$ cat src/rtl/dino_pkg.sv
// Shared types and widths for the dino game controller.
package dino_pkg;

    typedef enum logic [1:0] {
        IDLE  = 2'd0,
        RUN   = 2'd1,
        PAUSE = 2'd2,
        DEAD  = 2'd3
    } game_state_t;

    localparam int HEIGHT_W = 7;
    localparam int VEL_W    = 6;
    localparam int SCROLL_W = 10;
    localparam int SPEED_W  = 4;

    localparam logic [15:0] BCD_MAX = 16'h9999;

endpackage

$ cat src/rtl/dino_game_ctrl_if.sv
// Renderer-facing bundle: game outputs towards the pixel pipeline and the
// collision flag coming back from it.  The signals are level-valued and
// frame-synchronous; there is no valid/ready handshake on this bus.
interface dino_game_ctrl_if;
    import dino_pkg::*;

    game_state_t         game_state;
    logic [HEIGHT_W-1:0] dino_height;
    logic [SCROLL_W-1:0] scroll_pos;
    logic [SPEED_W-1:0]  speed;
    logic [15:0]         score_bcd;
    logic                collision;

    // Controller side: drives the game view, reads the hit flag.
    modport master (
        output game_state, dino_height, scroll_pos, speed, score_bcd,
        input  collision
    );

    // Renderer side: reads the game view, drives the hit flag.
    modport slave (
        input  game_state, dino_height, scroll_pos, speed, score_bcd,
        output collision
    );

endinterface

$ cat src/rtl/dino_bcd_counter.sv
// Four-digit BCD score counter; clr has priority over inc, holds at 9999.
module dino_bcd_counter
    import dino_pkg::*;
(
    input  logic        clk_i,
    input  logic        rst_ni,
    input  logic        inc_i,
    input  logic        clr_i,
    output logic [15:0] bcd_o
);

    logic [15:0] bcd_q, bcd_d;
    logic        carry;

    // Ripple a +1 through the digits, wrapping 9 -> 0 with carry.
    always_comb begin
        bcd_d = bcd_q;
        carry = 1'b0;
        if (clr_i) begin
            bcd_d = '0;
        end else if (inc_i && (bcd_q != BCD_MAX)) begin
            carry = 1'b1;
            for (int i = 0; i < 4; i++) begin
                if (carry) begin
                    if (bcd_q[4*i +: 4] == 4'd9) begin
                        bcd_d[4*i +: 4] = 4'd0;
                    end else begin
                        bcd_d[4*i +: 4] = bcd_q[4*i +: 4] + 4'd1;
                        carry = 1'b0;
                    end
                end
            end
        end
    end

    // Score register.
    always_ff @(posedge clk_i or negedge rst_ni) begin
        if (!rst_ni) begin
            bcd_q <= '0;
        end else begin
            bcd_q <= bcd_d;
        end
    end

    assign bcd_o = bcd_q;

endmodule

$ cat src/rtl/dino_game_ctrl.sv
// Game-phase sequencer: play FSM, jump physics, scroll speed ramp and score.
// All game state advances on frame_tick; outputs are straight from registers.
module dino_game_ctrl
    import dino_pkg::*;
#(
    parameter int JUMP_VEL     = 12,
    parameter int GRAVITY      = 1,
    parameter int MAX_SPEED    = 15,
    parameter int ACCEL_THRESH = 64,
    parameter int SCORE_DIV    = 4,
    parameter int DEAD_FRAMES  = 60
) (
    input  logic             clk,
    input  logic             rst_n,
    input  logic             frame_tick,
    input  logic             jump_in,
    input  logic             halt_in,
    input  logic [3:0]       cfg_accel,
    input  logic [3:0]       cfg_speed,
    dino_game_ctrl_if.master bus
);

    // accum stays below ACCEL_THRESH between ticks, so one cfg_accel add fits.
    localparam int ACCUM_W = $clog2(ACCEL_THRESH + 16);
    localparam int DIV_W   = $clog2(SCORE_DIV + 1);
    localparam int DEAD_W  = $clog2(DEAD_FRAMES + 1);
    // Height sum carries two guard bits so overflow above the top is seen.
    localparam int NH_W    = HEIGHT_W + 2;

    logic                     jump_s1_q, jump_s2_q, jump_prev_q;
    logic                     halt_s1_q, halt_s2_q;
    logic                     jump_rise;
    logic                     jump_pend_q, jump_pend_d;
    logic                     coll_q, coll_d;
    logic                     coll_hit;

    game_state_t              state_q, state_d;
    logic [HEIGHT_W-1:0]      height_q, height_d;
    logic signed [VEL_W-1:0]  vel_q, vel_d;
    logic [SCROLL_W-1:0]      scroll_q, scroll_d;
    logic [SPEED_W-1:0]       speed_q, speed_d;
    logic [ACCUM_W-1:0]       accum_q, accum_d, accum_sum;
    logic [DIV_W-1:0]         div_q, div_d, div_inc;
    logic [DEAD_W-1:0]        dead_q, dead_d;
    logic signed [NH_W-1:0]   nh;
    logic                     score_inc, score_clr;
    logic [15:0]              score_bcd;

    assign jump_rise = jump_s2_q & ~jump_prev_q;
    // A press arriving on a tick cycle is kept for the following frame.
    assign jump_pend_d = frame_tick ? jump_rise : (jump_pend_q | jump_rise);
    // Hits between ticks are remembered only while running; PAUSE ignores them.
    assign coll_d   = frame_tick ? 1'b0 : (coll_q | (bus.collision && (state_q == RUN)));
    assign coll_hit = bus.collision | coll_q;

    assign accum_sum = accum_q + ACCUM_W'(cfg_accel);
    assign div_inc   = div_q + 1'b1;
    assign nh        = $signed({2'b00, height_q})
                     + $signed({{(NH_W-VEL_W){vel_q[VEL_W-1]}}, vel_q});

    // Input synchronizers, jump edge detect, pending jump and sticky hit flag.
    always_ff @(posedge clk or negedge rst_n) begin
        if (!rst_n) begin
            jump_s1_q   <= 1'b0;
            jump_s2_q   <= 1'b0;
            jump_prev_q <= 1'b0;
            halt_s1_q   <= 1'b0;
            halt_s2_q   <= 1'b0;
            jump_pend_q <= 1'b0;
            coll_q      <= 1'b0;
        end else begin
            jump_s1_q   <= jump_in;
            jump_s2_q   <= jump_s1_q;
            jump_prev_q <= jump_s2_q;
            halt_s1_q   <= halt_in;
            halt_s2_q   <= halt_s1_q;
            jump_pend_q <= jump_pend_d;
            coll_q      <= coll_d;
        end
    end

    // Next-state and datapath updates for the play FSM.
    always_comb begin
        state_d   = state_q;
        height_d  = height_q;
        vel_d     = vel_q;
        scroll_d  = scroll_q;
        speed_d   = speed_q;
        accum_d   = accum_q;
        div_d     = div_q;
        dead_d    = dead_q;
        score_inc = 1'b0;
        score_clr = 1'b0;

        case (state_q)
            IDLE: begin
                speed_d = cfg_speed;
                if (frame_tick && jump_pend_q) begin
                    state_d   = RUN;
                    scroll_d  = '0;
                    accum_d   = '0;
                    div_d     = '0;
                    vel_d     = VEL_W'(JUMP_VEL);
                    score_clr = 1'b1;
                end
            end

            RUN: begin
                if (frame_tick) begin
                    if (coll_hit) begin
                        state_d = DEAD;
                        dead_d  = '0;
                    end else if (halt_s2_q) begin
                        state_d = PAUSE;
                    end else begin
                        scroll_d = scroll_q + SCROLL_W'(speed_q);

                        if (accum_sum >= ACCUM_W'(ACCEL_THRESH)) begin
                            accum_d = accum_sum - ACCUM_W'(ACCEL_THRESH);
                            if (speed_q < SPEED_W'(MAX_SPEED)) begin
                                speed_d = speed_q + 1'b1;
                            end
                        end else begin
                            accum_d = accum_sum;
                        end

                        if (div_inc == DIV_W'(SCORE_DIV)) begin
                            div_d     = '0;
                            score_inc = 1'b1;
                        end else begin
                            div_d = div_inc;
                        end

                        if ((height_q == '0) && (vel_q == '0)) begin
                            if (jump_pend_q) begin
                                vel_d = VEL_W'(JUMP_VEL);
                            end
                        end else if (nh[NH_W-1] || (nh == '0)) begin
                            // Sum at or below ground: land.
                            height_d = '0;
                            vel_d    = '0;
                        end else begin
                            // Positive sum above the top row clamps to it.
                            if (nh[HEIGHT_W]) begin
                                height_d = '1;
                            end else begin
                                height_d = nh[HEIGHT_W-1:0];
                            end
                            vel_d = vel_q - VEL_W'(GRAVITY);
                        end
                    end
                end
            end

            PAUSE: begin
                if (!halt_s2_q) begin
                    state_d = RUN;
                end
            end

            DEAD: begin
                if (frame_tick) begin
                    if (dead_q == DEAD_W'(DEAD_FRAMES)) begin
                        if (jump_pend_q) begin
                            state_d = IDLE;
                        end
                    end else begin
                        dead_d = dead_q + 1'b1;
                    end
                end
            end

            default: state_d = IDLE;
        endcase
    end

    // Game state and datapath registers.
    always_ff @(posedge clk or negedge rst_n) begin
        if (!rst_n) begin
            state_q  <= IDLE;
            height_q <= '0;
            vel_q    <= '0;
            scroll_q <= '0;
            speed_q  <= '0;
            accum_q  <= '0;
            div_q    <= '0;
            dead_q   <= '0;
        end else begin
            state_q  <= state_d;
            height_q <= height_d;
            vel_q    <= vel_d;
            scroll_q <= scroll_d;
            speed_q  <= speed_d;
            accum_q  <= accum_d;
            div_q    <= div_d;
            dead_q   <= dead_d;
        end
    end

    dino_bcd_counter u_score (
        .clk_i  (clk),
        .rst_ni (rst_n),
        .inc_i  (score_inc),
        .clr_i  (score_clr),
        .bcd_o  (score_bcd)
    );

    assign bus.game_state  = state_q;
    assign bus.dino_height = height_q;
    assign bus.scroll_pos  = scroll_q;
    assign bus.speed       = speed_q;
    assign bus.score_bcd   = score_bcd;

endmodule

$ cat src/flat_wrapper.sv
// flat-port wrapper written by rule: the top's interface ports become plain ports
module dino_game_ctrl_flat import dino_pkg::*;
#(
    parameter int JUMP_VEL     = 12,
    parameter int GRAVITY      = 1,
    parameter int MAX_SPEED    = 15,
    parameter int ACCEL_THRESH = 64,
    parameter int SCORE_DIV    = 4,
    parameter int DEAD_FRAMES  = 60
)
  (clk, rst_n, frame_tick, jump_in, halt_in, cfg_accel, cfg_speed, bus_game_state, bus_dino_height, bus_scroll_pos, bus_speed, bus_score_bcd, bus_collision);
  dino_game_ctrl_if bus_i ();
  input  logic clk;
  input  logic rst_n;
  input  logic frame_tick;
  input  logic jump_in;
  input  logic halt_in;
  input  logic [3:0] cfg_accel;
  input  logic [3:0] cfg_speed;
  output wire logic [$bits(bus_i.game_state)-1:0] bus_game_state;
  output wire logic [$bits(bus_i.dino_height)-1:0] bus_dino_height;
  output wire logic [$bits(bus_i.scroll_pos)-1:0] bus_scroll_pos;
  output wire logic [$bits(bus_i.speed)-1:0] bus_speed;
  output wire logic [$bits(bus_i.score_bcd)-1:0] bus_score_bcd;
  input wire logic [$bits(bus_i.collision)-1:0] bus_collision;
  assign bus_game_state = bus_i.game_state;
  assign bus_dino_height = bus_i.dino_height;
  assign bus_scroll_pos = bus_i.scroll_pos;
  assign bus_speed = bus_i.speed;
  assign bus_score_bcd = bus_i.score_bcd;
  assign bus_i.collision = bus_collision;
  dino_game_ctrl #(.JUMP_VEL(JUMP_VEL), .GRAVITY(GRAVITY), .MAX_SPEED(MAX_SPEED), .ACCEL_THRESH(ACCEL_THRESH), .SCORE_DIV(SCORE_DIV), .DEAD_FRAMES(DEAD_FRAMES)) u_core (.clk(clk), .rst_n(rst_n), .frame_tick(frame_tick), .jump_in(jump_in), .halt_in(halt_in), .cfg_accel(cfg_accel), .cfg_speed(cfg_speed), .bus(bus_i));
endmodule
$ cat config.mk
export PLATFORM = sky130hd
export DESIGN_NAME = dino_game_ctrl_flat
export DESIGN_NICKNAME = d
export VERILOG_FILES = /design/src/rtl/dino_pkg.sv /design/src/rtl/dino_game_ctrl_if.sv /design/src/rtl/dino_bcd_counter.sv /design/src/rtl/dino_game_ctrl.sv /design/src/flat_wrapper.sv
export SDC_FILE = /design/constraint.sdc
export NUM_CORES = 1
export LEC_CHECK = 0
export BUFFER_PORTS_ARGS = -buffer_cell sky130_fd_sc_hd__buf_4
export CELL_PAD_IN_SITES_DETAIL_PLACEMENT = 1
export CELL_PAD_IN_SITES_GLOBAL_PLACEMENT = 2
export CORE_ASPECT_RATIO = 1.75
export CORE_MARGIN = 8
export CORE_UTILIZATION = 37
export CTS_CLUSTER_DIAMETER = 50
export DETAILED_ROUTE_END_ITERATION = 16
export PLACE_DENSITY = 0.91
export SLEW_MARGIN = 10
export SYNTH_ARGS = -nofsm -noshare
export SYNTH_HDL_FRONTEND = slang
export SYNTH_HIERARCHICAL = 1
export SYNTH_SLANG_ARGS = --single-unit
$ cat constraint.sdc
create_clock -name clk -period 2.95 [get_ports clk]
set_input_delay 0.7375 -clock clk [delete_from_list [all_inputs] [get_ports clk]]
set_output_delay 0.7375 -clock clk [all_outputs]
set_load 0.05 [all_outputs]
== After elaboration in Yosys (flattened, before gate mapping) ==
Cells that the tools add are included.

* Bits of input ports: 14
* Register bits: 68
* Output and inout bits: 39

* Reduce and logical (&&, ||, !) cells: 24
* Order comparisons: 2
* Mux-type cells: 76
* Bitwise operators: 8
* Equal/unequal tests: 24
* $add $sub $neg: 12

{| class="wikitable"
|+ Operators by type and width
! kind !! count
|-
| two-way mux 6 bit || 11
|-
| two-way mux 7 bit || 7
|-
| two-way mux 4 bit || 12
|-
| two-way mux 10 bit || 4
|-
| two-way mux 16 bit || 2
|-
| one-hot mux 6 bit (2 select lines) || 2
|-
| adder 4 x 1 -> 4 bit (second input constant) || 5
|-
| two-way mux 1 bit || 20
|-
| one-hot mux 10 bit (2 select lines) || 1
|-
| equality test 4 bit (second input constant) || 4
|-
| two-way mux 2 bit || 8
|-
| inequality test 16 bit (second input constant) || 1
|-
| inequality test 2 bit (second input constant) || 8
|-
| two-way mux 3 bit || 5
|-
| AND reduction 5 bit || 3
|-
| one-hot mux 7 bit (2 select lines) || 1
|-
| AND reduction 6 bit || 2
|-
| nonzero test 2 bit || 6
|-
| adder 10 x 4 -> 10 bit || 1
|-
| adder 8 x 6 -> 9 bit || 1
|-
| logical NOT 9 bit || 1
|-
| inequality test 2 x 1 -> 1 bit (second input constant) || 4
|-
| one-hot mux 2 bit (4 select lines) || 1
|-
| one-hot mux 4 bit (2 select lines) || 1
|-
| other kinds (24) || 35
|}

== Logic depth before layout (Yosys ltp) ==
* Word-level depth: 19
* Gate-level depth with buffers: 10
* Depth with buffers taken out: 10

== By module ==
The synthesis kept the hierarchy.

{| class="wikitable"
|+ Modules (own cells, without submodules)
! module !! area each (um2) !! cells each !! instances !! sequential area each (um2)
|-
| dino_game_ctrl || 3099.2 || 328 || 1 || 1301.2
|-
| dino_bcd_counter || 1088.5 || 109 || 1 || 400.4
|}

== Worst setup path after synthesis ==
No wires, ideal clock.

* Path kind: reg-to-reg
* Start point: reg u_core.height_q[1] (netlist: u_core/bus.dino_height[1])
* End point: reg u_core.vel_q[0]
* Arrival: 2.802 ns
* Data required time: 2.825 ns
* Stages on the path, launching flop included: 9
* Path buffers: 0
* Library setup time: 0.125 ns
* Slack: 0.023 ns
* Cell sequence: dfrtp_1 > ha_1 > a211o_1 > or4_4 > a2111oi_4 > a311o_2 > nand4b_4 > and2_1 > mux2_2

* Cells in the longest elaborated chain, start to end: 9
* Elaborated cells between the ends (all ways): 13
* Those cells by class: add/sub (1); eq/ne (1); mux (6); reduce/logical (5)

{| class="wikitable"
|+ Ends and longest elaborated chain
! element !! RTL line !! RTL
|-
| start, declared || dino_game_ctrl.sv:38 || <nowiki>logic [HEIGHT_W-1:0] height_q, height_d;</nowiki>
|-
| start signal, assigned || dino_game_ctrl.sv:190 || <nowiki>height_q <= height_d;</nowiki>
|-
| adder 8 x 6 -> 9 bit || dino_game_ctrl.sv:59 || <nowiki>+ $signed({{(NH_W-VEL_W){vel_q[VEL_W-1]}}, vel_q});</nowiki>
|-
| logical NOT 9 bit || dino_game_ctrl.sv:138 || <nowiki>end else if (nh[NH_W-1] || (nh == '0)) begin</nowiki>
|-
| logical OR 1 bit || dino_game_ctrl.sv:138 ||
|-
| two-way mux 6 bit || dino_game_ctrl.sv:138 ||
|-
| two-way mux 6 bit || dino_game_ctrl.sv:134 || <nowiki>if ((height_q == '0) && (vel_q == '0)) begin</nowiki>
|-
| two-way mux 6 bit || dino_game_ctrl.sv:113 || <nowiki>end else if (halt_s2_q) begin</nowiki>
|-
| two-way mux 6 bit || dino_game_ctrl.sv:110 || <nowiki>if (coll_hit) begin</nowiki>
|-
| two-way mux 6 bit || dino_game_ctrl.sv:109 || <nowiki>if (frame_tick) begin</nowiki>
|-
| one-hot mux 6 bit (2 select lines) || dino_game_ctrl.sv:95 || <nowiki>case (state_q)</nowiki>
|-
| end signal, assigned || dino_game_ctrl.sv:191 || <nowiki>vel_q <= vel_d;</nowiki>
|-
| end, declared || dino_game_ctrl.sv:39 || <nowiki>logic signed [VEL_W-1:0] vel_q, vel_d;</nowiki>
|}

Parallel ways exist; a longest one is shown, timed or not. The select of a mux whose other input is x is not followed.
A chain may end at the register's enable or synchronous reset.

== Final worst setup path ==
* Start point: reg u_core.vel_q[0]
* End point: reg u_core.vel_q[0]

* Cells in the longest elaborated chain, start to end: 9
* Elaborated cells between the ends (all ways): 14
* Those cells by class: add/sub (2); eq/ne (1); mux (6); reduce/logical (5)

{| class="wikitable"
|+ Ends and longest elaborated chain
! element !! RTL line
|-
| adder 8 x 6 -> 9 bit || dino_game_ctrl.sv:59
|-
| logical NOT 9 bit || dino_game_ctrl.sv:138
|-
| logical OR 1 bit || dino_game_ctrl.sv:138
|-
| two-way mux 6 bit || dino_game_ctrl.sv:138
|-
| two-way mux 6 bit || dino_game_ctrl.sv:134
|-
| two-way mux 6 bit || dino_game_ctrl.sv:113
|-
| two-way mux 6 bit || dino_game_ctrl.sv:110
|-
| two-way mux 6 bit || dino_game_ctrl.sv:109
|-
| one-hot mux 6 bit (2 select lines) || dino_game_ctrl.sv:95
|}

Parallel ways exist; a longest one is shown, timed or not. The select of a mux whose other input is x is not followed.

==> impl_metrics.json <==
{
  "cts_hold_buf": 0,
  "finalMaxSlewViolations": 0,
  "pwr-share-seq_pct": 29.9,
  "syn_area_mm2": 0.00419,
  "cp_max_fo": 5,
  "synth-main-ff-cell": "dfrtp_1",
  "crit_slowest_cell": "fa_1",
  "seqCellArea_mm2": 0.00170,
  "start_util_pct": 37.7,
  "via_per_inst": 5.63,
  "max_stage_delay_ns": 0.45,
  "power_frac_clock_pct": 19.3,
  "power_mw": 5.08,
  "max_freq_mhz": 360,
  "skew_ns": 0.00487,
  "grt_max_degree": 69,
  "multiInputGateArea_mm2": 0.00231,
  "switching_share_pct": 45.8,
  "worst_pin_slew_ns": 0.878,
  "antenna_found_initial": 0,
  "ys_ff_latch": 68,
  "synth_async_sr_flop_share_pct": 100,
  "cts_tree": "built",
  "nets": 549,
  "htree_levels": 3,
  "dp_hpwl_um": 9090,
  "end_kind": "flop",
  "synth.avg_cell_area_um2": 9.58,
  "rsz0062_at_grt": "false",
  "internal-power_mw": 2.76,
  "antenna_left": 0,
  "clk_pin_slew_worst_paths_ns": 0.05,
  "die_h_um": 157,
  "cts_max_path_buffers": 2,
  "p_leak_nw": 2.48,
  "switchingPower_mw": 2.33,
  "timing.final.ws_setup_ns": 0.169,
  "min_period_over_period_pct": 94.3,
  "grt_remaining_overflow": 0,
  "cts_resized": 0,
  "antennaDiodeCount": 0,
  "gp_congestion": 0.878,
  "ys_warn_count": 6,
  "grt_pass1_vias": 4052,
  "preCtsSetupSlack_ns": 0.0205,
  "core_region_area_mm2": 0.0111,
  "min_path_type": "reg2reg",
  "setup.worst_path.start_class": "flop",
  "area_growth_pct": 21.3,
  "setup_viol": 0,
  "clkLatencyLatePin_ns": 0.33,
  "worstPathArrival_ns": 2.99,
  "path_cells": "ha_1, fa_1, a21o_1, a221oi_1, o21bai_1, xnor2_1, nor2b_1, buf_4, and2_1, mux2_2",
  "synth_nets": 483,
  "hold_viol_final": 0,
  "grt_first_pass_wirelength_um": 20100,
  "final.setup.tns_ns": 0,
  "routed_wl_um": 11800,
  "synth-seq-area-share_pct": 40.6,
  "synthCells": 437,
  "worstPathRequired_ns": 3.16,
  "die_x_um": 96.4,
  "row_count": 51,
  "vias": 3595,
  "ios": 53,
  "drt_first_pass_iters": 4,
  "n_fill_cell": 1319,
  "final_core_util_pct": 45.8,
  "wl_per_cell_um": 18.5,
  "grt_use_total_pct": 17.1,
  "powerDensity_mw_per_mm2": 1000,
  "drv_cap": 0,
  "synth_edf_count": 0,
  "drt_iter0_markers": 57,
  "cts.sinks": 68,
  "cts_buffers": 9,
  "die_area_mm2": 0.0151,
  "peakVddDrop_mv": 0.589,
  "portBuffers": 52,
  "drive_gt1_share_pct": 19.3,
  "slew_headroom_pct": 41.5,
  "critPathKind": "reg2reg",
  "outcome": "completed",
  "drcViolationCount": 0,
  "fin_crit_ns": 2.78,
  "post_cts_buffers": 0,
  "pwr-share-comb_pct": 50.8,
  "ys_types": 65,
  "clk_root_buffer_cell": "clkbuf_16"
}
[power groups by stage]
stage               combinational (mW)  clock [mW]  sequential [mW]
finish                            2.58       0.979             1.52
global route                      2.82        1.06             1.58
CTS                               2.61        1.01             1.53
detailed placement                2.58           0             1.54
global placement                  2.49           0             1.52
floorplan                         1.32           0             1.95
[state kept, by name, summed over array words and instances (netlist names)]
register,flops
u_core/accum_q,7
u_core/bus.dino_height,7
u_core/bus.game_state,2
u_core/bus.scroll_pos,10
u_core/bus.speed,4
u_core/coll_q,1
u_core/dead_q,6
u_core/div_q,3
u_core/halt_s1_q,1
u_core/halt_s2_q,1
u_core/jump_pend_q,1
u_core/jump_prev_q,1
u_core/jump_s1_q,1
u_core/jump_s2_q,1
u_core/u_score/bcd_o,16
u_core/vel_q,6
[critical path: cells and delay by family, from the launching register on]
| family | cells | cell delay, ns |
|---|---|---|
| AOI/OAI and AO/OA | 3 | 0.74 |
| xor gates and xnor gates | 1 | 0.15 |
| adders and majority gates | 2 | 0.67 |
| buffers and inverters | 1 | 0.15 |
| DFF | 1 | 0.40 |
| muxes | 1 | 0.25 |
| and+or+nand+nor | 2 | 0.29 |
[stage by stage]
stage	hold WS, ns	instance area (µm²)	cells
floorplan	0.331	4190	437
global placement	0.333	4810	624
detailed placement	0.336	4810	624
CTS	0.347	5080	639
global route	0.350	5080	639
finish	0.344	5080	639
[cells in the mapped netlist (all sizes together), types with 5 or more instances]
| cell | number | area (µm²) |
|---|---|---|
| mux2i | 5 | 50.1 |
| o21ai | 27 | 135 |
| and3 | 6 | 37.5 |
| nand4 | 10 | 62.6 |
| a21o | 6 | 45.0 |
| buf | 5 | 30.0 |
| nand2 | 42 | 158 |
| nand3 | 15 | 75.1 |
| dfrtp | 68 | 1700 |
| ha | 29 | 363 |
| inv | 29 | 109 |
| nor2 | 35 | 131 |
| xor2 | 11 | 96.3 |
| clkbuf | 10 | 37.5 |
| a31oi | 8 | 50.1 |
| mux2 | 6 | 67.6 |
| a21oi | 22 | 110 |
| xnor2 | 12 | 105 |
| nor2b | 9 | 56.3 |
| nor3 | 7 | 35.0 |
[cells in the final DEF (no fill, tap or decap), drive strengths merged, types with 3 or more instances in the layout]
master  count
a21o        6
a21oi      22
a22o        3
a311oi      3
a31oi       8
and3        6
buf        70
clkbuf     13
dfrtp      68
fa          3
ha         29
inv        29
mux2        6
mux2i       5
nand2      42
nand2b      4
nand3      15
nand4      10
nor2       35
nor2b       9
nor3        7
nor4        4
o211ai      3
o21ai      27
o22ai       3
o31ai       4
or3         3
or4         3
xnor2      12
xor2       11
[routing by layer]
| metal | global-route usage [%] | wire [µm] | vias up |
|---|---|---|---|
| li1 | - | - | 1698 |
| met1 | 17.2 | 4310 | 1806 |
| met2 | 32.0 | 6710 | 70 |
| met3 | 3.60 | 448 | 21 |
| met4 | 7.84 | 361 | 0 |
| met5 | 0 | 0 | - |
[area by class of cell]
class | instances | area share [%]
multi-input combinational | 325 | 45.5
sequential | 68 | 33.5
clock inverter | 2 | 0.197
tap | 132 | 3.25
clock buffer | 13 | 5.12
inverter | 29 | 2.14
timing repair buffer | 70 | 10.3
[final timing paths]
path | startpoint | cells after the start | slack, ns | to
max | u_core/vel_q[0]$_DFFE_PN0P_ | 10 | 0.17 | u_core/vel_q[0]$_DFFE_PN0P_
min | u_core/halt_s1_q$_DFF_PN0_ | 0 | 0.34 | u_core/halt_s2_q$_DFF_PN0_
max reg2reg | u_core/vel_q[0]$_DFFE_PN0P_ | 10 | 0.17 | u_core/vel_q[0]$_DFFE_PN0P_
min reg2reg | u_core/halt_s1_q$_DFF_PN0_ | 0 | 0.34 | u_core/halt_s2_q$_DFF_PN0_
max in group asynchronous | rst_n | 1 | 1.85 | u_core/bus.dino_height[2]$_DFFE_PN0P_
min in group asynchronous | rst_n | 1 | 0.53 | u_core/jump_s1_q$_DFF_PN0_
[kinds of logic (layout without fill, tap and decap cells)]
| family | count (synthesis) | count (layout) | share of synthesized area, % |
|---|---|---|---|
| AOI/OAI and AO/OA | 101 | 101 | 16.5 |
| xor gates and xnor gates | 23 | 23 | 4.81 |
| adders and majority gates | 32 | 32 | 10.1 |
| buffers and inverters | 44 | 114 | 4.21 |
| DFF | 68 | 68 | 40.6 |
| muxes | 11 | 11 | 2.81 |
| and+or+nand+nor | 158 | 158 | 20.9 |
Note: power is estimated with default switching activity, not from simulation.
